--- src/rtl/uart_pkg.sv ---
// Shared UART definitions: parity modes, receiver FSM states and the parity helper
// used by both the receiver and the transmitter.
package uart_pkg;

  localparam logic [1:0] PAR_NONE = 2'd0;
  localparam logic [1:0] PAR_EVEN = 2'd1;
  localparam logic [1:0] PAR_ODD  = 2'd2;

  localparam logic LINE_IDLE = 1'b1;

  typedef enum logic [2:0] {
    IDLE       = 3'd0,
    START      = 3'd1,
    DATA       = 3'd2,
    PARITY     = 3'd3,
    STOP       = 3'd4,
    BREAK_WAIT = 3'd5
  } rx_state_t;

  // Parity bit a transmitter puts on the line; zero-padding the data does not change it.
  function automatic logic parity_of(input logic [31:0] data, input logic [1:0] mode);
    logic p;
    p = ^data;
    return (mode == PAR_ODD) ? ~p : p;
  endfunction

endpackage

--- src/rtl/uart_rx_sampler.sv ---
// Line synchroniser plus 3-sample majority vote around the middle of a bit period.
// The vote is valid on the tick at position OVERSAMPLE/2+1, using the live synchronised line.
module uart_rx_sampler
  import uart_pkg::*;
#(
  parameter  int OVERSAMPLE = 16,
  localparam int TW         = $clog2(OVERSAMPLE)
) (
  input  logic          i_clk,
  input  logic          i_rst,
  input  logic          i_tick,
  input  logic [TW-1:0] i_pos,
  input  logic          i_rx,
  output logic          line_sync,
  output logic          bit_vote
);

  localparam logic [TW-1:0] POS_A = TW'(OVERSAMPLE / 2 - 1);
  localparam logic [TW-1:0] POS_B = TW'(OVERSAMPLE / 2);

  logic r_sync1;
  logic r_sync2;
  logic r_s0;
  logic r_s1;

  always_ff @(posedge i_clk or posedge i_rst) begin
    if (i_rst) begin
      r_sync1 <= LINE_IDLE;
      r_sync2 <= LINE_IDLE;
      r_s0    <= LINE_IDLE;
      r_s1    <= LINE_IDLE;
    end else begin
      r_sync1 <= i_rx;
      r_sync2 <= r_sync1;
      if (i_tick && (i_pos == POS_A)) r_s0 <= r_sync2;
      if (i_tick && (i_pos == POS_B)) r_s1 <= r_sync2;
    end
  end

  assign line_sync = r_sync2;
  assign bit_vote  = (r_s0 & r_s1) | (r_s0 & r_sync2) | (r_s1 & r_sync2);

endmodule

--- src/rtl/uart_rx_os.sv ---
// Oversampling UART receiver: tick-paced frame FSM, valid/ready output holding register,
// and one-cycle parity/framing/overrun pulses with their OR on Flag_Rx.
module uart_rx_os
  import uart_pkg::*;
#(
  parameter int DATA_BITS   = 8,
  parameter int OVERSAMPLE  = 16,
  parameter int PARITY_MODE = 1,
  parameter int STOP_BITS   = 1
) (
  input  logic                 CLK_Rx,
  input  logic                 RstRx,
  input  logic                 SampleTick,
  input  logic                 SerialInputData,
  input  logic                 ReadyRx,
  output logic [DATA_BITS-1:0] DataOut,
  output logic                 ValidRx,
  output logic                 ParityErr,
  output logic                 FrameErr,
  output logic                 OverrunErr,
  output logic                 Flag_Rx,
  output rx_state_t            o_dbg_state
);

  // Handshake: a word transfers in any cycle where ValidRx and ReadyRx are both 1;
  // DataOut is stable while ValidRx is 1 and ValidRx drops the cycle after the transfer
  // unless a new frame loads in that same cycle.

  localparam int TW = $clog2(OVERSAMPLE);
  localparam int BW = $clog2(DATA_BITS) + 1;

  localparam logic [TW-1:0] TCNT_MAX  = TW'(OVERSAMPLE - 1);
  localparam logic [TW-1:0] POS_DEC   = TW'(OVERSAMPLE / 2 + 1);
  localparam logic [BW-1:0] LAST_DATA = BW'(DATA_BITS - 1);
  localparam logic [BW-1:0] LAST_STOP = BW'(STOP_BITS - 1);

  rx_state_t r_state;
  rx_state_t w_state_nxt;

  logic [TW-1:0]        r_tcnt;
  logic [TW-1:0]        w_pos;
  logic [BW-1:0]        r_bcnt;
  logic [DATA_BITS-1:0] r_shift;
  logic [DATA_BITS-1:0] r_data;
  logic                 r_par_acc;
  logic                 r_par_err;
  logic                 r_stop_err;
  logic                 r_valid;
  logic                 r_perr;
  logic                 r_ferr;
  logic                 r_ovr;
  logic                 r_flag;

  logic w_line;
  logic w_vote;
  logic w_decide;
  logic w_ferr_now;
  logic w_frame_end;
  logic w_ferr_p;
  logic w_perr_p;
  logic w_good;
  logic w_ovr_p;
  logic w_load;

  // The detection tick in IDLE is position 0 of the start bit, so w_pos is the position of the current tick.
  assign w_pos = (r_tcnt == TCNT_MAX) ? '0 : r_tcnt + TW'(1);

  uart_rx_sampler #(.OVERSAMPLE(OVERSAMPLE)) u_sampler (
    .i_clk     (CLK_Rx),
    .i_rst     (RstRx),
    .i_tick    (SampleTick),
    .i_pos     (w_pos),
    .i_rx      (SerialInputData),
    .line_sync (w_line),
    .bit_vote  (w_vote)
  );

  assign w_decide = SampleTick && (w_pos == POS_DEC) &&
                    ((r_state == START) || (r_state == DATA) ||
                     (r_state == PARITY) || (r_state == STOP));
  assign w_ferr_now = r_stop_err | ~w_vote;

  always_ff @(posedge CLK_Rx or posedge RstRx) begin
    if (RstRx) r_state <= IDLE;
    else       r_state <= w_state_nxt;
  end

  always_comb begin
    w_state_nxt = r_state;
    case (r_state)
      IDLE:       if (SampleTick && !w_line) w_state_nxt = START;
      START:      if (w_decide) w_state_nxt = w_vote ? IDLE : DATA;
      DATA:       if (w_decide && (r_bcnt == LAST_DATA))
                    w_state_nxt = (PARITY_MODE == 0) ? STOP : PARITY;
      PARITY:     if (w_decide) w_state_nxt = STOP;
      STOP:       if (w_decide && (r_bcnt == LAST_STOP))
                    w_state_nxt = (w_ferr_now && !w_line) ? BREAK_WAIT : IDLE;
      BREAK_WAIT: if (SampleTick && w_line) w_state_nxt = IDLE;
      default:    w_state_nxt = IDLE;
    endcase
  end

  // Frame-end outcome, prioritised framing > parity > overrun > load.
  always_comb begin
    w_frame_end = (r_state == STOP) && w_decide && (r_bcnt == LAST_STOP);
    w_ferr_p    = w_frame_end && w_ferr_now;
    w_perr_p    = w_frame_end && !w_ferr_now && r_par_err;
    w_good      = w_frame_end && !w_ferr_now && !r_par_err;
    w_ovr_p     = w_good && r_valid && !ReadyRx;
    w_load      = w_good && !(r_valid && !ReadyRx);
  end

  always_ff @(posedge CLK_Rx or posedge RstRx) begin
    if (RstRx) begin
      r_tcnt     <= '0;
      r_bcnt     <= '0;
      r_shift    <= '0;
      r_par_acc  <= 1'b0;
      r_par_err  <= 1'b0;
      r_stop_err <= 1'b0;
    end else if (SampleTick) begin
      case (r_state)
        IDLE:       if (!w_line) r_tcnt <= '0;
        BREAK_WAIT: r_tcnt <= r_tcnt;
        default:    r_tcnt <= w_pos;
      endcase
      if (w_decide) begin
        case (r_state)
          START: begin
            r_bcnt     <= '0;
            r_par_acc  <= 1'b0;
            r_par_err  <= 1'b0;
            r_stop_err <= 1'b0;
          end
          DATA: begin
            r_shift   <= {w_vote, r_shift[DATA_BITS-1:1]};
            r_par_acc <= r_par_acc ^ w_vote;
            r_bcnt    <= (r_bcnt == LAST_DATA) ? '0 : r_bcnt + BW'(1);
          end
          PARITY: r_par_err <= (w_vote != parity_of(32'(r_par_acc), 2'(PARITY_MODE)));
          STOP: begin
            r_stop_err <= r_stop_err | ~w_vote;
            r_bcnt     <= r_bcnt + BW'(1);
          end
          default: r_bcnt <= r_bcnt;
        endcase
      end
    end
  end

  always_ff @(posedge CLK_Rx or posedge RstRx) begin
    if (RstRx) begin
      r_data  <= '0;
      r_valid <= 1'b0;
      r_perr  <= 1'b0;
      r_ferr  <= 1'b0;
      r_ovr   <= 1'b0;
      r_flag  <= 1'b0;
    end else begin
      r_perr <= w_perr_p;
      r_ferr <= w_ferr_p;
      r_ovr  <= w_ovr_p;
      r_flag <= w_perr_p | w_ferr_p | w_ovr_p;
      if (w_load) begin
        r_data  <= r_shift;
        r_valid <= 1'b1;
      end else if (r_valid && ReadyRx) begin
        r_valid <= 1'b0;
      end
    end
  end

  assign DataOut     = r_data;
  assign ValidRx     = r_valid;
  assign ParityErr   = r_perr;
  assign FrameErr    = r_ferr;
  assign OverrunErr  = r_ovr;
  assign Flag_Rx     = r_flag;
  assign o_dbg_state = r_state;

endmodule

--- config.mk ---
export PLATFORM = sky130hd
export DESIGN_NAME = uart_rx_os
export DESIGN_NICKNAME = d
export VERILOG_FILES = /design/src/rtl/uart_pkg.sv /design/src/rtl/uart_rx_sampler.sv /design/src/rtl/uart_rx_os.sv
export SDC_FILE = /design/constraint.sdc
export NUM_CORES = 1
export LEC_CHECK = 0
export ABC_AREA = 1
export ABC_CLOCK_PERIOD_IN_PS = 2350
export CAP_MARGIN = 20
export CORE_MARGIN = 3
export CORE_UTILIZATION = 53
export CTS_CLUSTER_DIAMETER = 100
export DETAILED_ROUTE_END_ITERATION = 10
export GPL_ROUTABILITY_DRIVEN = 0
export GPL_TIMING_DRIVEN = 1
export PLACE_DENSITY = 0.82
export SLEW_MARGIN = 10
export SYNTH_ARGS = -nofsm -noshare
export SYNTH_HDL_FRONTEND = slang
export SYNTH_SLANG_ARGS = --single-unit
--- constraint.sdc ---
create_clock -name CLK_Rx -period 2.35 [get_ports CLK_Rx]
set_clock_uncertainty 0.2 [all_clocks]
set_input_delay 0.3525 -clock CLK_Rx [delete_from_list [all_inputs] [get_ports CLK_Rx]]
set_output_delay 0.3525 -clock CLK_Rx [all_outputs]
set_load 0.05 [all_outputs]
==> run summary <==
==================================================================================================
Status                                                                                   completed
Count of final setup violators                                                                   0
Floorplan die width                                                                        66.9 µm
Setup repair after global routing missed its margin                                             no
Critical path depth                                                                              1
Post-cts gate resize count                                                                       0
Number of global-route vias before repair                                                    1,446
Total detailed-routing wirelength                                                          3.38 mm
Number of buffers created by CTS                                                                 5
Final routed DRC violation total                                                                 0
Startpoint type of the worst setup path                                                  flip-flop
Clock Tree Buf Depth                                                                             2
Final design area excluding fillers                                                    0.00231 mm²
Worst IR Drop VDD                                                                         0.701 mV
Worst Setup Path Type                                                                 flip-flop to output pin
GRT met1 Usage                                                                               22.3%
Most used routing layer                                                                       met2
Synth area leaders                                                                    dfrtp_1 45%, nand2_1 14%, nand3_1 5.6%
Pins Over Slew Limit                                                                             0
Fraction of met3 tracks used by global routing                                               7.59%
Initial cell density of the core                                                             56.7%
Internal power consumption                                                                 1.15 mW
Syn-to-layout area delta                                                                     17.2%
Register-to-Register Path Depth                                                                  9
Critical path, cell by cell                                                           clkdlybuf4s50_1
Total gr overflow                                                                                0
Pin count of the biggest net entering global routing                                            40
FMAX                                                                                       463 MHz
Post-detailed-placement half-perimeter wirelength                                          2.53 mm
Category of the worst setup path capture point                                          output pin
Antenna Violating Nets Remaining                                                                 0
Share of the clock period used by the worst path                                             91.9%
IO Count                                                                                        21
Total negative slack for setup checks                                                         0 ns
Final number of hold-violating endpoints                                                         0
Mapped Area                                                                            0.00197 mm²
Number of setup buffers added after CTS                                                          0
Worst hold stages                                                                                0
Cell Rows                                                                                       21
Final critical path time including I/O delays and setup                                    2.16 ns
Synthesis-stage register bit count                                                              39
Post-synthesis net count                                                                       244
CP peak stage delay                                                                        0.85 ns
Worst-path fanout max                                                                            7
WP data arrival                                                                            1.61 ns
Layout fillers                                                                                 285
Sequential fraction of the synthesis area                                                    49.8%
Cell count after synthesis                                                                     233
Crit Reg-Reg Startpoint                                                               r_tcnt[0]$_DFFE_PP0P_
Switch Pwr                                                                                0.748 mW
Layout Nets                                                                                    269
Antenna violations before repair                                                                 0
Met2 layer usage reported by global route                                                    29.6%
Power Dens Cells                                                                        825 mW/mm²
Diodes inserted                                                                                  0
Global Route Usage Sum                                                                       18.6%
Min-Delay Endpoint                                                                    u_sampler.line_sync$_DFF_PP1_
Die area                                                                               0.00448 mm²
Cell type with the largest total area after synthesis                                      dfrtp_1
Distinct cells, synth                                                                           26
Deepest level of the CTS H-tree                                                                  2
Ratio of cells with drive above 1 in the final layout                                        11.6%
First-iteration detailed-routing DRC count                                                     101
Clock transition time at the flip-flop clock pins of the worst setup and hold paths        0.07 ns
Chip height                                                                                66.9 µm
Async S/R FF share, synth                                                                     100%
HP Class                                                                              flip-flop to flip-flop
Endpoint of the lowest-slack register-to-register path                                DataOut[4]$_DFFE_PP0P_
Global-route wire length before repair                                                     6.08 mm
Fraction of post-synthesis cell area in the top cell type by area                            44.5%
Hold bufs inserted after CTS                                                                     0
Top cell types by occurrence after synthesis                                          74 x nand2_1, 35 x dfrtp_1, 26 x inv_1, 22 x nand3_1, 14 x nor2_1
Clock Root Buffer                                                                         clkbuf_8
Count of buffers inserted at the top-level ports                                                20
Remaining max-slew budget at the tightest pin                                                66.6%
Clock latency on the worst-skew pair                                                       0.29 ns
Bufs and invs on worst path                                                                      1
Average footprint of a synthesized cell                                                   8.45 µm²
Number of sinks handled by clock tree synthesis                                                 39
Relative contribution of sequential cells to total power                                     43.8%
Worst path top cell family by delay                                                   buffers and inverters
Part of the power in the clock network                                                       23.0%
Top-count cell post-synth                                                                  nand2_1
Reg-to-reg setup timing slack                                                              0.37 ns
Hold Startpoint                                                                       u_sampler.r_sync1$_DFF_PP1_
Worst Hold Slack                                                                          0.157 ns
Area of placed instances                                                               0.00222 mm²
Routed wirelength normalized by instance count                                             11.1 µm
Average vias per placed instance                                                              5.07
Leakage power summed over all cells                                                        1.19 nW
CTS tree                                                                                     built
Max-cap violation count                                                                          0
Post-synth EDFFs                                                                                 0
Worst path slowest cell                                                               clkdlybuf4s50_1
Required time of the critical path                                                         1.80 ns
Vias after detailed routing                                                                  1,546
Placeable core area                                                                    0.00347 mm²
Primary flip-flop cell chosen by synthesis mapping                                         dfrtp_1
Yosys warns                                                                                      0
Part of the power in combinational logic                                                     33.1%
Number of detailed-routing iterations run before antenna repair                                  4
Actual transition at the worst max-transition pin                                         0.500 ns
Sw Ratio                                                                                     39.4%
==================================================================================================
kinds of logic (layout without fill, tap and decap cells):
group / after synthesis / in the layout / share of synthesized area (%)
AO/OA/AOI/OAI: 23 / 23 / 7.31
XOR/XNOR: 2 / 2 / 0.890
adder cells (fa/ha/maj): 6 / 6 / 3.81
buffers and inverters: 31 / 57 / 6.23
flip-flops: 39 / 39 / 49.8
AND/OR/NAND/NOR: 132 / 132 / 31.9
through the flow:
step | total power, mW | setup WS [ns] | instances | utilization (%)
4_1_cts | 1.93 | 0.171 | 305 | 66.5
3_5_place_dp | 1.48 | 0.210 | 297 | 64.0
6_report | 1.90 | 0.191 | 305 | 66.5
2_1_floorplan | 1.33 | 0.435 | 233 | -
5_1_grt | 2.05 | 0.135 | 305 | 66.5
3_3_place_gp | 1.47 | 0.268 | 297 | 64.0
cells in the final DEF (no fill, tap or decap), types with 2 or more instances in the layout:
cell             count
a21oi_1              4
clkbuf_8             5
clkdlybuf4s50_1     20
dfrtp_1             35
dfstp_2              4
ha_1                 6
inv_1               26
nand2_1             74
nand2_2              4
nand3_1             22
nand3_4              2
nand4_1              9
nor2_1              14
nor2_2               4
o21ai_0             12
o21ai_2              3
xor2_1               2
worst max-delay path by stage:
stage,startpoint,to
after detailed placement,SampleTick,DataOut[4]$_DFFE_PP0P_
after global placement,SampleTick,DataOut[3]$_DFFE_PP0P_
after CTS,o_dbg_state[2]$_DFFE_PP0P_,o_dbg_state[2]
after floorplan,o_dbg_state[0]$_DFFE_PP0P_,DataOut[0]$_DFFE_PP0P_
final,o_dbg_state[2]$_DFFE_PP0P_,o_dbg_state[2]
after global routing,o_dbg_state[2]$_DFFE_PP0P_,o_dbg_state[2]
flip-flops by register name (all words and copies together) (netlist names), 3 cells and up:
name,cells
DataOut,8
r_shift,8
r_bcnt,4
r_tcnt,4
o_dbg_state,3
per-layer routing:
metal / vias to the layer above / share of wire, %
li1: 801 / -
met1: 712 / 49
met2: 31 / 46
met3: 2 / 5.2
met4: 0 / 0.50
met5: - / 0
power groups by stage:
| stage | Combinational (mW) | Sequential [mW] | Clock [mW] |
|---|---|---|---|
| 2_1_floorplan | 0.445 | 0.890 | 0 |
| 3_3_place_gp | 0.624 | 0.842 | 0 |
| 3_5_place_dp | 0.634 | 0.843 | 0 |
| 4_1_cts | 0.636 | 0.833 | 0.457 |
| 5_1_grt | 0.711 | 0.848 | 0.491 |
| 6_report | 0.630 | 0.834 | 0.437 |
final cells by class:
type / instances / area, µm² / share of cell area [%]
clock inverters: 2 / 12.5 / 0.543
multi-input cells: 163 / 865 / 37.5
flip-flops and latches: 39 / 981 / 42.5
inverters: 28 / 110 / 4.77
repair buffers: 21 / 208 / 9.01
well taps: 46 / 57.6 / 2.50
clock buffers: 6 / 72.6 / 3.15
(Power assumes the default switching activity.)
